--- src/rtl/sram_fetch_ctrl.sv ---
`default_nettype none
// ============================================================================
// Module   : sram_fetch_ctrl
// Purpose  : Sequential SRAM read sequencer. Sweeps a contiguous address
//            window one word per cycle, aligns each returned word with its
//            address and presents a {data, addr, valid} stream to the router
//            array. Reports busy/done to the layer controller.
// Ports    : i_clk, i_rst (async, active-high), i_reg_clear (sync clear)
//            i_start/i_start_addr/i_word_count : sweep launch
//            i_stall                           : pauses read issue only
//            o_sram_re/o_sram_addr/i_sram_rdata: SRAM read port
//            o_data/o_addr/o_data_valid        : stream to routers
//            o_busy/o_done                     : status
// Optional : define FETCH_STALL_CNT_EN to add o_stall_cycles (16-bit,
//            saturating count of stalled FETCH cycles).
// Revision : 1.0 - initial release
// ============================================================================
module sram_fetch_ctrl #(
  parameter int SRAM_DATA_WIDTH = 64,
  parameter int ADDR_WIDTH      = 8,
  parameter int READ_LATENCY    = 1
) (
  input  logic                       i_clk,
  input  logic                       i_rst,
  input  logic                       i_reg_clear,
  input  logic                       i_start,
  input  logic [ADDR_WIDTH-1:0]      i_start_addr,
  input  logic [ADDR_WIDTH-1:0]      i_word_count,
  input  logic                       i_stall,
  output logic                       o_sram_re,
  output logic [ADDR_WIDTH-1:0]      o_sram_addr,
  input  logic [SRAM_DATA_WIDTH-1:0] i_sram_rdata,
  output logic [SRAM_DATA_WIDTH-1:0] o_data,
  output logic [ADDR_WIDTH-1:0]      o_addr,
  output logic                       o_data_valid,
  output logic                       o_busy,
  output logic                       o_done
`ifdef FETCH_STALL_CNT_EN
  ,
  output logic [15:0]                o_stall_cycles
`endif
);

  localparam logic [1:0] S_IDLE  = 2'd0;
  localparam logic [1:0] S_FETCH = 2'd1;
  localparam logic [1:0] S_DRAIN = 2'd2;
  localparam logic [1:0] S_DONE  = 2'd3;

  localparam logic [ADDR_WIDTH-1:0] C_ONE = ADDR_WIDTH'(1);

  logic [1:0]                 r_state;
  logic [ADDR_WIDTH-1:0]      r_next_addr;
  logic [ADDR_WIDTH-1:0]      r_remaining;
  logic                       r_sram_re;
  logic [ADDR_WIDTH-1:0]      r_sram_addr;
  logic [READ_LATENCY-1:0]    r_pipe_vld;
  logic [ADDR_WIDTH-1:0]      r_pipe_addr [READ_LATENCY];
  logic [SRAM_DATA_WIDTH-1:0] r_data;
  logic [ADDR_WIDTH-1:0]      r_addr;
  logic                       r_data_valid;
  logic                       r_busy;
  logic                       r_done;

  logic [1:0]            w_state_nxt;
  logic                  w_issue;
  logic [ADDR_WIDTH-1:0] w_issue_addr;
  logic [ADDR_WIDTH-1:0] w_addr_nxt;
  logic [ADDR_WIDTH-1:0] w_rem_nxt;
  logic                  w_in_flight;
  logic                  w_ret_vld;

  // A read is in flight from its o_sram_re cycle until its data is captured.
  assign w_in_flight = r_sram_re | (|r_pipe_vld);
  assign w_ret_vld   = r_pipe_vld[READ_LATENCY-1] & ~i_reg_clear;

  always_comb begin
    w_state_nxt  = r_state;
    w_issue      = 1'b0;
    w_issue_addr = r_next_addr;
    w_addr_nxt   = r_next_addr;
    w_rem_nxt    = r_remaining;
    case (r_state)
      S_IDLE: begin
        if (i_start) begin
          if (i_word_count == '0) begin
            w_state_nxt = S_DONE;
          end else begin
            // The first read goes out on the start edge so the SRAM port
            // is busy from the very first FETCH cycle.
            w_issue      = ~i_stall;
            w_issue_addr = i_start_addr;
            w_addr_nxt   = i_stall ? i_start_addr : i_start_addr + C_ONE;
            w_rem_nxt    = i_stall ? i_word_count : i_word_count - C_ONE;
            w_state_nxt  = (~i_stall && i_word_count == C_ONE) ? S_DRAIN : S_FETCH;
          end
        end
      end
      S_FETCH: begin
        if (!i_stall) begin
          w_issue    = 1'b1;
          w_addr_nxt = r_next_addr + C_ONE;
          w_rem_nxt  = r_remaining - C_ONE;
          if (r_remaining == C_ONE) begin
            w_state_nxt = S_DRAIN;
          end
        end
      end
      S_DRAIN: begin
        if (!w_in_flight) begin
          w_state_nxt = S_DONE;
        end
      end
      default: begin
        w_state_nxt = S_IDLE;
      end
    endcase
    if (i_reg_clear) begin
      w_state_nxt = S_IDLE;
      w_issue     = 1'b0;
      w_addr_nxt  = '0;
      w_rem_nxt   = '0;
    end
  end

  always_ff @(posedge i_clk or posedge i_rst) begin
    if (i_rst) begin
      r_state      <= S_IDLE;
      r_next_addr  <= '0;
      r_remaining  <= '0;
      r_sram_re    <= 1'b0;
      r_sram_addr  <= '0;
      r_pipe_vld   <= '0;
      for (int i = 0; i < READ_LATENCY; i++) begin
        r_pipe_addr[i] <= '0;
      end
      r_data       <= '0;
      r_addr       <= '0;
      r_data_valid <= 1'b0;
      r_busy       <= 1'b0;
      r_done       <= 1'b0;
    end else begin
      r_state     <= w_state_nxt;
      r_next_addr <= w_addr_nxt;
      r_remaining <= w_rem_nxt;
      r_sram_re   <= w_issue;
      if (w_issue) begin
        r_sram_addr <= w_issue_addr;
      end
      // Stage i holds the read issued i+1 cycles ago; the last stage lines
      // up with its data on i_sram_rdata. A clear kills every stage.
      r_pipe_vld[0]  <= r_sram_re & ~i_reg_clear;
      r_pipe_addr[0] <= r_sram_addr;
      for (int i = 1; i < READ_LATENCY; i++) begin
        r_pipe_vld[i]  <= r_pipe_vld[i-1] & ~i_reg_clear;
        r_pipe_addr[i] <= r_pipe_addr[i-1];
      end
      r_data_valid <= w_ret_vld;
      if (w_ret_vld) begin
        r_data <= i_sram_rdata;
        r_addr <= r_pipe_addr[READ_LATENCY-1];
      end
      r_busy <= (w_state_nxt == S_FETCH) || (w_state_nxt == S_DRAIN);
      r_done <= (w_state_nxt == S_DONE);
    end
  end

`ifdef FETCH_STALL_CNT_EN
  logic [15:0] r_stall_cycles;

  always_ff @(posedge i_clk or posedge i_rst) begin
    if (i_rst) begin
      r_stall_cycles <= '0;
    end else if (i_reg_clear || (r_state == S_IDLE && i_start)) begin
      r_stall_cycles <= '0;
    end else if (r_state == S_FETCH && i_stall && r_stall_cycles != 16'hFFFF) begin
      r_stall_cycles <= r_stall_cycles + 16'd1;
    end
  end

  assign o_stall_cycles = r_stall_cycles;
`endif

  assign o_sram_re    = r_sram_re;
  assign o_sram_addr  = r_sram_addr;
  assign o_data       = r_data;
  assign o_addr       = r_addr;
  assign o_data_valid = r_data_valid;
  assign o_busy       = r_busy;
  assign o_done       = r_done;

endmodule
`default_nettype wire

--- config.mk ---
export PLATFORM = sky130hd
export DESIGN_NAME = sram_fetch_ctrl
export DESIGN_NICKNAME = d
export VERILOG_FILES = /design/src/rtl/sram_fetch_ctrl.sv
export SDC_FILE = /design/constraint.sdc
export NUM_CORES = 1
export LEC_CHECK = 0
export ABC_AREA = 1
export BUFFER_PORTS_ARGS = -buffer_cell sky130_fd_sc_hd__buf_2
export CAP_MARGIN = 5
export CORE_MARGIN = 2
export CORE_UTILIZATION = 55
export DETAILED_ROUTE_END_ITERATION = 12
export GPL_ROUTABILITY_DRIVEN = 0
export GPL_TIMING_DRIVEN = 0
export PLACE_DENSITY = 0.95
export SETUP_SLACK_MARGIN = 0.4
export SLEW_MARGIN = 10
export SYNTH_ARGS = -nofsm -noshare
export SYNTH_HDL_FRONTEND = slang
export SYNTH_SLANG_ARGS = --single-unit
--- constraint.sdc ---
create_clock -name i_clk -period 5.1 [get_ports i_clk]
set_clock_uncertainty 0.1 [all_clocks]
set_input_delay 0.255 -clock i_clk [delete_from_list [all_inputs] [get_ports i_clk]]
set_output_delay 0.255 -clock i_clk [all_outputs]
set_load 0.01 [all_outputs]
==> impl_metrics.py, run 1 <==
metrics = {
    "run_status": {
        "status": "finished clean",
    },
    "floorplanning": {
        "die_y_um": 100,
        "pin_count": 169,
        "coreArea_um2": 9110,
        "initial_utilization_pct": 56.0,
        "rows": 35,
        "chipWidth_um": 100,
        "die-area_um2": 10100,
    },
    "worst_setup_path": {
        "crit_required_ns": 5.25,
        "cp-end-kind": "flip-flop",
        "crit_path_max_fanout": 10,
        "critical_path.cell_chain": "inv_1 -> nand2_1 -> buf_4 -> inv_2 -> buf_6 -> a21oi_1 -> a21oi_1 -> ha_1",
        "cp_slowest_cell": "dfrtp_1",
        "cp-start-kind": "flip-flop",
        "crit_type": "reg -> reg",
        "cpMostUsedCell": "a21oi_1",
        "cp_slowest_stage_delay_ns": 0.43,
        "arrival_ns": 1.97,
    },
    "routing": {
        "dr_total_vias": 5335,
        "post_drt_wl_per_cell_um": 17.1,
        "drc": 0,
        "dr.pass1.iters": 5,
        "drt_iter0_drc": 329,
        "routed_wl_mm": 16.6,
        "ant_nets": 0,
        "via_per_inst": 5.49,
    },
    "timing": {
        "finalHoldViolations": 0,
        "setup_tns_ns": 0,
        "slew-limit-headroom_pct": 58.6,
        "setup-violations-final": 0,
        "drv_slew": 0,
        "worstMarginPinSlew_ns": 0.621,
        "min_period_ns": 1.82,
        "max_freq_mhz": 549,
        "period_share_pct": 35.7,
        "rsz0062_at_grt": "false",
        "worst_slack_ns": 3.28,
        "fin_hold_ws_ns": 0.0135,
    },
    "global_route": {
        "track_usage_pct": 33.2,
        "grt_pass1_wl_mm": 26.0,
        "grt_pass1_vias": 5248,
        "grt_overflow_total": 0,
        "grt_start_max_net_pins": 72,
        "antenna_found_initial": 0,
    },
    "power": {
        "ir_drop_mv": 0.219,
        "totalPowerFinal_mw": 2.60,
        "power-per-cell-area_nw_per_um2": 379,
        "leakage_nw": 3.83,
    },
    "final_layout": {
        "drive_above_1_share_pct": 26.5,
        "layout_commonest_cell": "nand2_1",
        "final_cell_mix": "nand2_1 (301), buf_2 (177), dfrtp_1 (111), dlygate4sd3_1 (54), inv_1 (32)",
        "finalNonFillerCells": 971,
        "fin_area_um2": 6850,
        "nets": 948,
        "finish.utilization_pct": 75.2,
        "multi_input_area_um2": 2040,
        "n_antenna_cell": 0,
        "ff_latch_area_um2": 2780,
        "num-fill-cells": 583,
        "syn2layout_area_growth_pct": 34.2,
    },
    "placed_design": {
        "io_buffers": 167,
        "hpwl_mm": 9.91,
        "place_ws_ns": 3.30,
        "place_area_um2": 6110,
        "post-place-cells": 901,
    },
    "clock_network": {
        "cts_tree": "yes",
        "cts_setup_buffers": 0,
        "numCtsBuffers": 9,
        "cts.clk_slew.worst_paths_ns": 0.10,
        "insertion_delay_ns": 0.35,
        "cts_resized": 0,
        "htree_levels": 3,
        "cts-root-buf": "clkbuf_8",
        "clock_sink_count": 111,
        "cts.path.max_buffers": 2,
    },
    "logic_synthesis": {
        "syn-num-nets": 715,
        "yosys_warnings": 0,
        "synthCells": 622,
        "ys_ff_latch": 111,
        "synth_area_um2": 5100,
        "synth_seq_area_share_pct": 54.4,
        "syn_avg_cell_area_um2": 8.21,
        "yosysUniqueCellTypes": 32,
    },
    "hold_path": {
        "hp-class": "in -> reg",
    },
    "job": {
        "drv_cap": 0,
    },
}
[final timing paths]
check                                     start              to  slack (ns)  cells after the start
worst min-delay path            i_sram_rdata[7]       o_data[7]        0.01                      3
worst max register to register       r_state[1]          o_busy        3.28                      8
worst min register to register   o_sram_addr[2]  r_pipe_addr[2]        0.31                      0
max in group asynchronous                 i_rst       o_data[9]        3.87                      4
worst max-delay path                 r_state[1]          o_busy        3.28                      8
min in group asynchronous                 i_rst      o_data[56]        0.34                      3
[per-layer routing]
metal	wire, um	track usage (%)
met1	6080	39.6
met2	7920	55.0
met3	1680	8.29
met4	897	19.0
met5	0	0
[repair_timing]
action | in CTS | in global routing
hold buffers | 54 | 0
endpoints found under the hold margin | 93 | 0
setup endpoints to repair | 0 | 0
[cells in the mapped netlist, drive strengths merged]
cell	n	area, um2
a21oi	15	86.3
a32oi	1	8.76
buf	21	140
clkbuf	2	7.51
dfrtp	111	2780
ha	8	100
inv	36	138
nand2	304	1150
nand3	28	150
nand4	6	43.8
nor2	30	135
nor3	5	25.0
o21a	1	7.51
o21ai	50	299
o21bai	1	7.51
o31ai	2	15.0
xnor2	1	8.76
[logic make-up after synthesis]
| group | Yosys count | share of synthesized area (%) |
|---|---|---|
| DFF | 111 | 54.4 |
| AOI/OAI and AO/OA | 70 | 8.31 |
| adders and majority gates | 8 | 1.96 |
| buffers and inverters | 59 | 5.59 |
| xor gates and xnor gates | 1 | 0.172 |
| and+or+nand+nor | 373 | 29.5 |
[layout make-up]
type                    instances  area share (%)
well taps                     111            2.03
multi-input cells             452            29.8
plain buffers                  23            2.16
flip-flops and latches        111            40.5
repair buffers                222            20.5
clock buffers                  10            2.01
clock inverters                 6           0.895
inverters                      36            2.08
[report_power, final]
part / leakage, nW / switching [mW] / internal, mW
sequential: 1.43 / 0.151 / 1.10
clock: 0.0982 / 0.318 / 0.204
combinational: 2.30 / 0.500 / 0.327
total: 3.83 / 0.968 / 1.63
[worst max-delay path: cells and delay by family (launching register included)]
| family | cells | cell delay [ns] |
|---|---|---|
| and+or+nand+nor | 1 | 0.09 |
| buffers and inverters | 4 | 0.58 |
| adders and majority gates | 1 | 0.26 |
| DFF | 1 | 0.43 |
| AOI/OAI and AO/OA | 2 | 0.26 |
[state kept, by name, summed over array words and instances, names as in the netlist]
register / count
r_remaining: 8
r_pipe_vld: 1
o_data: 64
o_sram_addr: 8
o_done: 1
o_sram_re: 1
r_pipe_addr: 8
r_state: 2
o_addr: 8
r_next_addr: 8
o_busy: 1
o_data_valid: 1
(Power assumes the default switching activity.)
==> run 2: changes to the inputs <==
--- a/config.mk
+++ b/config.mk
@@ -5,15 +5,15 @@
 export SDC_FILE = /design/constraint.sdc
 export NUM_CORES = 1
 export LEC_CHECK = 0
-export ABC_AREA = 1
+export ABC_AREA = 0
 export BUFFER_PORTS_ARGS = -buffer_cell sky130_fd_sc_hd__buf_2
 export CAP_MARGIN = 5
 export CORE_MARGIN = 2
-export CORE_UTILIZATION = 55
+export CORE_UTILIZATION = 46
 export DETAILED_ROUTE_END_ITERATION = 12
 export GPL_ROUTABILITY_DRIVEN = 0
 export GPL_TIMING_DRIVEN = 0
-export PLACE_DENSITY = 0.95
+export PLACE_DENSITY = 0.86
 export SETUP_SLACK_MARGIN = 0.4
 export SLEW_MARGIN = 10
 export SYNTH_ARGS = -nofsm -noshare
==> constraint.sdc (replaced) <==
create_clock -name i_clk -period 1.6 [get_ports i_clk]
set_clock_uncertainty 0.1 [all_clocks]
set_input_delay 0.08 -clock i_clk [delete_from_list [all_inputs] [get_ports i_clk]]
set_output_delay 0.08 -clock i_clk [all_outputs]
set_load 0.01 [all_outputs]
==> run 2 against run 1 <==
Net effect: the flow now finishes with violations (negative hold slack, negative setup slack); hold slack got worse by 0.33 ns; non-clock buffer count increased by 45; design area increased by 21%; clock-buffer cell count decreased by 1; core utilization increased by 1.6 points; first-iteration DRC count decreased by 7.0%; sequential power increased to 3.1 times the previous value; total power increased to 3.4 times the previous value; clock power increased to 3.7 times the previous value.
==> impl_metrics.py, run 2 <==
metrics = {
    "timing": {
        "drv_slew": 0,
        "fin_hold_ws_ns": -0.313,
        "max_freq_mhz": 517,
        "min_period_ns": 1.94,
        "worstMarginPinSlew_ns": 0.689,
        "slew-limit-headroom_pct": 54.0,
        "finalHoldViolations": 27,
        "rsz0062_at_grt": "true",
        "setup-violations-final": 28,
        "period_share_pct": 121,
        "worst_slack_ns": -0.335,
    },
    "worst_setup_path": {
        "crit_type": "reg -> reg",
        "worst_path_dominant_cell_family": "simple AND/OR/NAND/NOR gates",
        "arrival_ns": 2.10,
        "crit_buf_inv": 0,
        "timing.rr.end": "o_busy",
        "critical_path.cell_chain": "or4_4 -> nor3_4 -> nand4_1 -> a21oi_2 -> ha_1",
        "ff2ff_setup_slack_ns": -0.34,
        "cp-end-kind": "flip-flop",
        "cp_slowest_cell": "or4_4",
        "crit_required_ns": 1.76,
        "cp_slowest_stage_delay_ns": 0.57,
        "reg2reg_depth": 5,
        "crit_path_max_fanout": 3,
        "r2r_start": "r_remaining[3]",
        "startpoint": "r_remaining[3]",
        "cp-start-kind": "flip-flop",
    },
    "global_route": {
        "track_usage_pct": 28.1,
        "grt_pass1_wl_mm": 25.3,
        "grt_overflow_total": 0,
        "grt_pass1_vias": 4695,
        "grt_start_max_net_pins": 36,
        "antenna_found_initial": 0,
    },
    "clock_network": {
        "cts.clk_slew.worst_paths_ns": 0.12,
        "cts-root-buf": "clkbuf_8",
        "ctsHoldBuffers": 66,
        "cts.path.max_buffers": 2,
        "numCtsBuffers": 9,
        "insertion_delay_ns": 0.38,
        "cts_tree": "yes",
        "htree_levels": 3,
        "clock_sink_count": 111,
    },
    "logic_synthesis": {
        "yosysUniqueCellTypes": 53,
        "synth_edf_count": 0,
        "synth_most_common_cell": "dfrtp_1",
        "synth_ff_type": "dfrtp_1",
        "yosysTopAreaCell": "dfrtp_1",
        "synthCells": 401,
        "ys_top_cells_by_area": "dfrtp_1 (54%), mux2_2 (18%), ha_1 (2.0%), mux2_4 (1.8%), nor3_1 (1.6%)",
        "synth_seq_area_share_pct": 54.5,
        "syn_avg_cell_area_um2": 12.7,
        "syn-num-nets": 494,
        "synth_area_um2": 5100,
        "ys_ff_latch": 111,
        "async_flop_share_pct": 100,
        "yosysTopAreaCellShare_pct": 54.5,
        "yosys_warnings": 0,
        "synth_common_cells": "dfrtp_1 (111), mux2_2 (82), nor3_1 (16)",
    },
    "final_layout": {
        "n_antenna_cell": 0,
        "largest_reg_flops": 64,
        "drive_above_1_share_pct": 54.5,
        "finalNonFillerCells": 825,
        "final_cell_mix": "buf_2 (169), dfrtp_1 (110), mux2_4 (88), dlygate4sd3_1 (66)",
        "nets": 773,
        "layout_commonest_cell": "buf_2",
        "syn2layout_area_growth_pct": 63.3,
    },
    "floorplanning": {
        "die_y_um": 109,
        "pin_count": 169,
        "coreArea_um2": 10800,
        "rows": 38,
        "chipWidth_um": 109,
        "die-area_um2": 11900,
        "initial_utilization_pct": 47.0,
    },
    "run_status": {
        "status": "finished with violations",
        "violations": "negative hold slack, negative setup slack",
    },
    "placed_design": {
        "place_ws_ns": -0.587,
        "post-place-cells": 711,
        "io_buffers": 167,
        "hpwl_mm": 9.72,
    },
    "power": {
        "switchingPower_mw": 2.77,
        "share_comb_of_total_power_pct": 34.0,
        "p_int_mw": 5.99,
        "leakage_nw": 3.95,
        "totalPowerFinal_mw": 8.75,
        "ir_drop_mv": 0.585,
        "power-per-cell-area_nw_per_um2": 1050,
        "clkPwrFrac_pct": 21.9,
        "swShare_pct": 31.6,
        "pwr-share-seq_pct": 44.2,
    },
    "routing": {
        "routed_wl_mm": 17.2,
        "dr_total_vias": 4590,
        "drt_iter0_drc": 306,
        "drc": 0,
        "dr.pass1.iters": 5,
        "ant_nets": 0,
        "via_per_inst": 5.56,
        "post_drt_wl_per_cell_um": 20.9,
    },
    "hold_path": {
        "hp-class": "in -> async",
    },
    "job": {
        "drv_cap": 0,
    },
}
## run 2: cell count changes after synthesis, moves of 9 or more
cell | previous run | this run
clkbuf_1 | 2 | 11
o21ai_0 | 31 | 11
inv_1 | 33 | 14
o21ai_2 | 10 | 0
nand3_1 | 26 | 4
o32ai_1 | 0 | 9
mux2_2 | 0 | 82
nor3_1 | 5 | 16
nand2b_1 | 0 | 12
nand2_1 | 301 | 11
nor2_1 | 25 | 11
## run 2: repair_timing
action / 4_1_cts / 5_1_grt
pin swaps: 9 / 12
cloned: 10 / 0
endpoints found under the setup margin: 101 / 101
setup buffers: 20 / 2
endpoints found under the hold margin: 93 / 27
resized for setup: 60 / 43
## run 2: cell type report
type / count / area, um2
Tap cell: 140 / 175
Inverter: 14 / 56.3
Sequential cell: 111 / 2780
Clock buffer: 9 / 124
Buffer: 22 / 274
Fill cell: 646 / 2520
Timing Repair Buffer: 268 / 2070
Clock inverter: 7 / 108
Multi-Input combinational cell: 254 / 2730
## run 2: stage by stage
step,setup TNS [ns],util [%],instance area [um2]
finish,-6.74,76.8,8320
global route,-7.75,76.8,8320
CTS,-6.88,75.0,8130
detailed placement,-10.04,60.7,6580
global placement,-67.38,60.1,6520
floorplan,-2.08,-,5510
## run 2: kinds of logic after synthesis
group | share of synthesized area [%]
AO/OA/AOI/OAI | 10.2
flip-flops | 54.5
multiplexers | 20.3
buffers and inverters | 3.09
adder cells (fa/ha/maj) | 1.96
XOR/XNOR | 1.20
AND/OR/NAND/NOR | 8.76
## run 2: metal layers
layer,GRT usage [%],routed length (um)
met3,5.56,1260
met5,0,0
met4,7.78,348
met2,50.8,8900
met1,33.9,6710
## run 2: worst max-delay path by stage
stage / to / depth (start not counted)
2_1_floorplan: o_sram_addr[0] / 5
3_5_place_dp: o_busy / 6
4_1_cts: o_sram_addr[0] / 5
6_report: o_busy / 5
5_1_grt: o_busy / 5
3_3_place_gp: o_busy / 6
## run 2: power groups by stage
stage               combinational (mW)  sequential, mW  clock (mW)
floorplan                         1.22            4.09           0
detailed placement                2.45            3.87           0
global route                      3.15            3.93        2.06
CTS                               2.79            3.81        1.91
finish                            2.97            3.87        1.91
global placement                  2.37            3.82           0
==> run 3: changes to the inputs <==
--- a/config.mk
+++ b/config.mk
@@ -6,14 +6,14 @@
 export NUM_CORES = 1
 export LEC_CHECK = 0
 export ABC_AREA = 0
-export BUFFER_PORTS_ARGS = -buffer_cell sky130_fd_sc_hd__buf_2
 export CAP_MARGIN = 5
 export CORE_MARGIN = 2
-export CORE_UTILIZATION = 46
+export CORE_UTILIZATION = 57
 export DETAILED_ROUTE_END_ITERATION = 12
+export DONT_BUFFER_PORTS = 1
 export GPL_ROUTABILITY_DRIVEN = 0
 export GPL_TIMING_DRIVEN = 0
-export PLACE_DENSITY = 0.86
+export PLACE_DENSITY = 0.84
 export SETUP_SLACK_MARGIN = 0.4
 export SLEW_MARGIN = 10
 export SYNTH_ARGS = -nofsm -noshare
==> run 3 against run 2 <==
Net effect: the flow still finishes with violations (negative hold slack, negative setup slack); first-iteration DRC count is 6.2% lower; sequential share of layout area increased by 3.6 points; clock power down 6%; highest routed layer unchanged; core utilization grew 9.9 points; critical endpoint unchanged; clock-buffer cell count increased by 1; design area is 9.7% lower.
==> impl_metrics.py, run 3 (synthesized netlist as in run 2, its figures left out) <==
metrics = {
    "run_status": {
        "status": "finished with violations",
        "violations": "negative hold slack, negative setup slack",
    },
    "worst_setup_path": {
        "cp_slowest_cell": "or4_4",
        "arrival_ns": 2.15,
        "critical_path.cell_chain": "or4_4 -> nor3_4 -> nand4_1 -> a21oi_2 -> ha_1",
        "crit_buf_inv": 0,
        "crit_path_max_fanout": 4,
        "crit_required_ns": 1.76,
        "crit_type": "reg -> reg",
        "worst_path_dominant_cell_family": "simple AND/OR/NAND/NOR gates",
        "cp-start-kind": "flip-flop",
        "cp_slowest_stage_delay_ns": 0.53,
        "cp-end-kind": "flip-flop",
    },
    "global_route": {
        "grt_pass1_wl_mm": 27.1,
        "grt_pass1_vias": 4459,
        "grt_busiest_layer": "met2",
        "grt_start_max_net_pins": 41,
        "antenna_found_initial": 0,
        "grt_util_met1_pct": 44.1,
        "met2_usage_pct": 63.2,
        "track_usage_pct": 36.5,
        "met3_usage_pct": 9.15,
        "grt_overflow_total": 0,
    },
    "timing": {
        "fin_hold_ws_ns": -0.0152,
        "worst_slack_ns": -0.389,
        "min_period_ns": 1.99,
        "period_share_pct": 124,
        "rsz0062_at_grt": "true",
        "setup-violations-final": 28,
        "worstMarginPinSlew_ns": 0.985,
        "finalHoldViolations": 1,
        "setup_tns_ns": -7.32,
        "max_freq_mhz": 503,
        "slew-limit-headroom_pct": 34.0,
        "drv_slew": 0,
    },
    "final_layout": {
        "nets": 624,
        "n_antenna_cell": 0,
        "syn2layout_area_growth_pct": 47.5,
        "drive_above_1_share_pct": 39.0,
        "layout_commonest_cell": "dfrtp_1",
        "finalNonFillerCells": 644,
        "final_cell_mix": "dfrtp_1 (109), mux2_4 (86), dlygate4sd3_1 (80), buf_6 (17)",
        "largest_reg_flops": 64,
    },
    "floorplanning": {
        "chipWidth_um": 98.6,
        "rows": 34,
        "die-area_um2": 9720,
        "pin_count": 169,
        "initial_utilization_pct": 58.7,
        "die_y_um": 98.6,
        "coreArea_um2": 8680,
    },
    "clock_network": {
        "insertion_delay_ns": 0.37,
        "cts_tree": "yes",
        "cts-root-buf": "clkbuf_8",
        "cts.clk_slew.worst_paths_ns": 0.10,
        "clock_sink_count": 111,
        "cts.path.max_buffers": 2,
        "htree_levels": 3,
        "numCtsBuffers": 9,
    },
    "placed_design": {
        "io_buffers": 0,
        "hpwl_mm": 8.91,
        "post-place-cells": 511,
    },
    "routing": {
        "drc": 0,
        "routed_wl_mm": 18.5,
        "ant_nets": 0,
        "drt_iter0_drc": 287,
        "via_per_inst": 6.65,
        "dr.pass1.iters": 5,
        "dr_total_vias": 4283,
        "post_drt_wl_per_cell_um": 28.7,
    },
    "job": {
        "drv_cap": 0,
    },
    "power": {
        "leakage_nw": 3.28,
        "ir_drop_mv": 0.630,
        "power-per-cell-area_nw_per_um2": 1090,
    },
    "hold_path": {
        "hp-class": "in -> reg",
    },
}
[run 3: power by group]
part / internal [mW] / leakage [nW] / switching [mW] / total (mW)
logic: 1.24 / 1.79 / 0.812 / 2.05
clock network: 0.751 / 0.0998 / 1.04 / 1.79
registers: 3.44 / 1.39 / 0.925 / 4.36
[run 3: worst reg2reg max path, stage by stage, from the launching register on]
cell and delay (ns):
dfrtp_1 0.44, or4_4 0.53, nor3_4 0.21, nand4_1 0.16
a21oi_2 0.19, ha_1 0.25
[run 3: cell type report]
cell class              instances  area [um2]
plain buffers                  22         269
flip-flops and latches        111        2780
clock buffers                  10         128
well taps                     108         135
repair inverters                1        5.00
clock inverters                 6        80.1
inverters                      14        56.3
multi-input cells             254        2690
fillers                       356        1160
repair buffers                118        1370
[run 3: final timing paths]
path                       cells after the start              to  slack, ns       startpoint
setup / recovery                               5          o_busy      -0.39   r_remaining[4]
hold / removal                                 3  r_remaining[4]      -0.02  i_word_count[4]
max in group asynchronous                      2      o_data[10]       0.61            i_rst
min in group asynchronous                      2      o_data[22]       0.17            i_rst
hold reg to reg                                0  r_pipe_addr[6]       0.37   o_sram_addr[6]
setup reg to reg                               5          o_busy      -0.39   r_remaining[4]
[run 3: stage by stage]
step	util (%)	setup WS (ns)	instance area (um2)	power, mW
detailed placement	65.5	-0.550	5680	5.71
global route	86.6	-0.469	7520	8.44
floorplan	-	-0.264	5510	5.31
CTS	85.0	-0.316	7380	7.81
finish	86.6	-0.389	7520	8.19
global placement	65.0	-0.588	5640	5.60
[run 3: routing by layer]
layer	share of wire [%]	vias up
met1	35	2155
met4	4.0	0
met5	0	-
met3	8.4	70
li1	-	1738
met2	52	320
[run 3: what timing repair did]
action | CTS | global route
resized for setup | 77 | 18
pin swaps | 13 | 14
endpoints found under the setup margin | 101 | 176
setup buffers | 20 | 6
endpoints found under the hold margin | 121 | 0
hold buffers | 80 | 0
cloned | 10 | 1
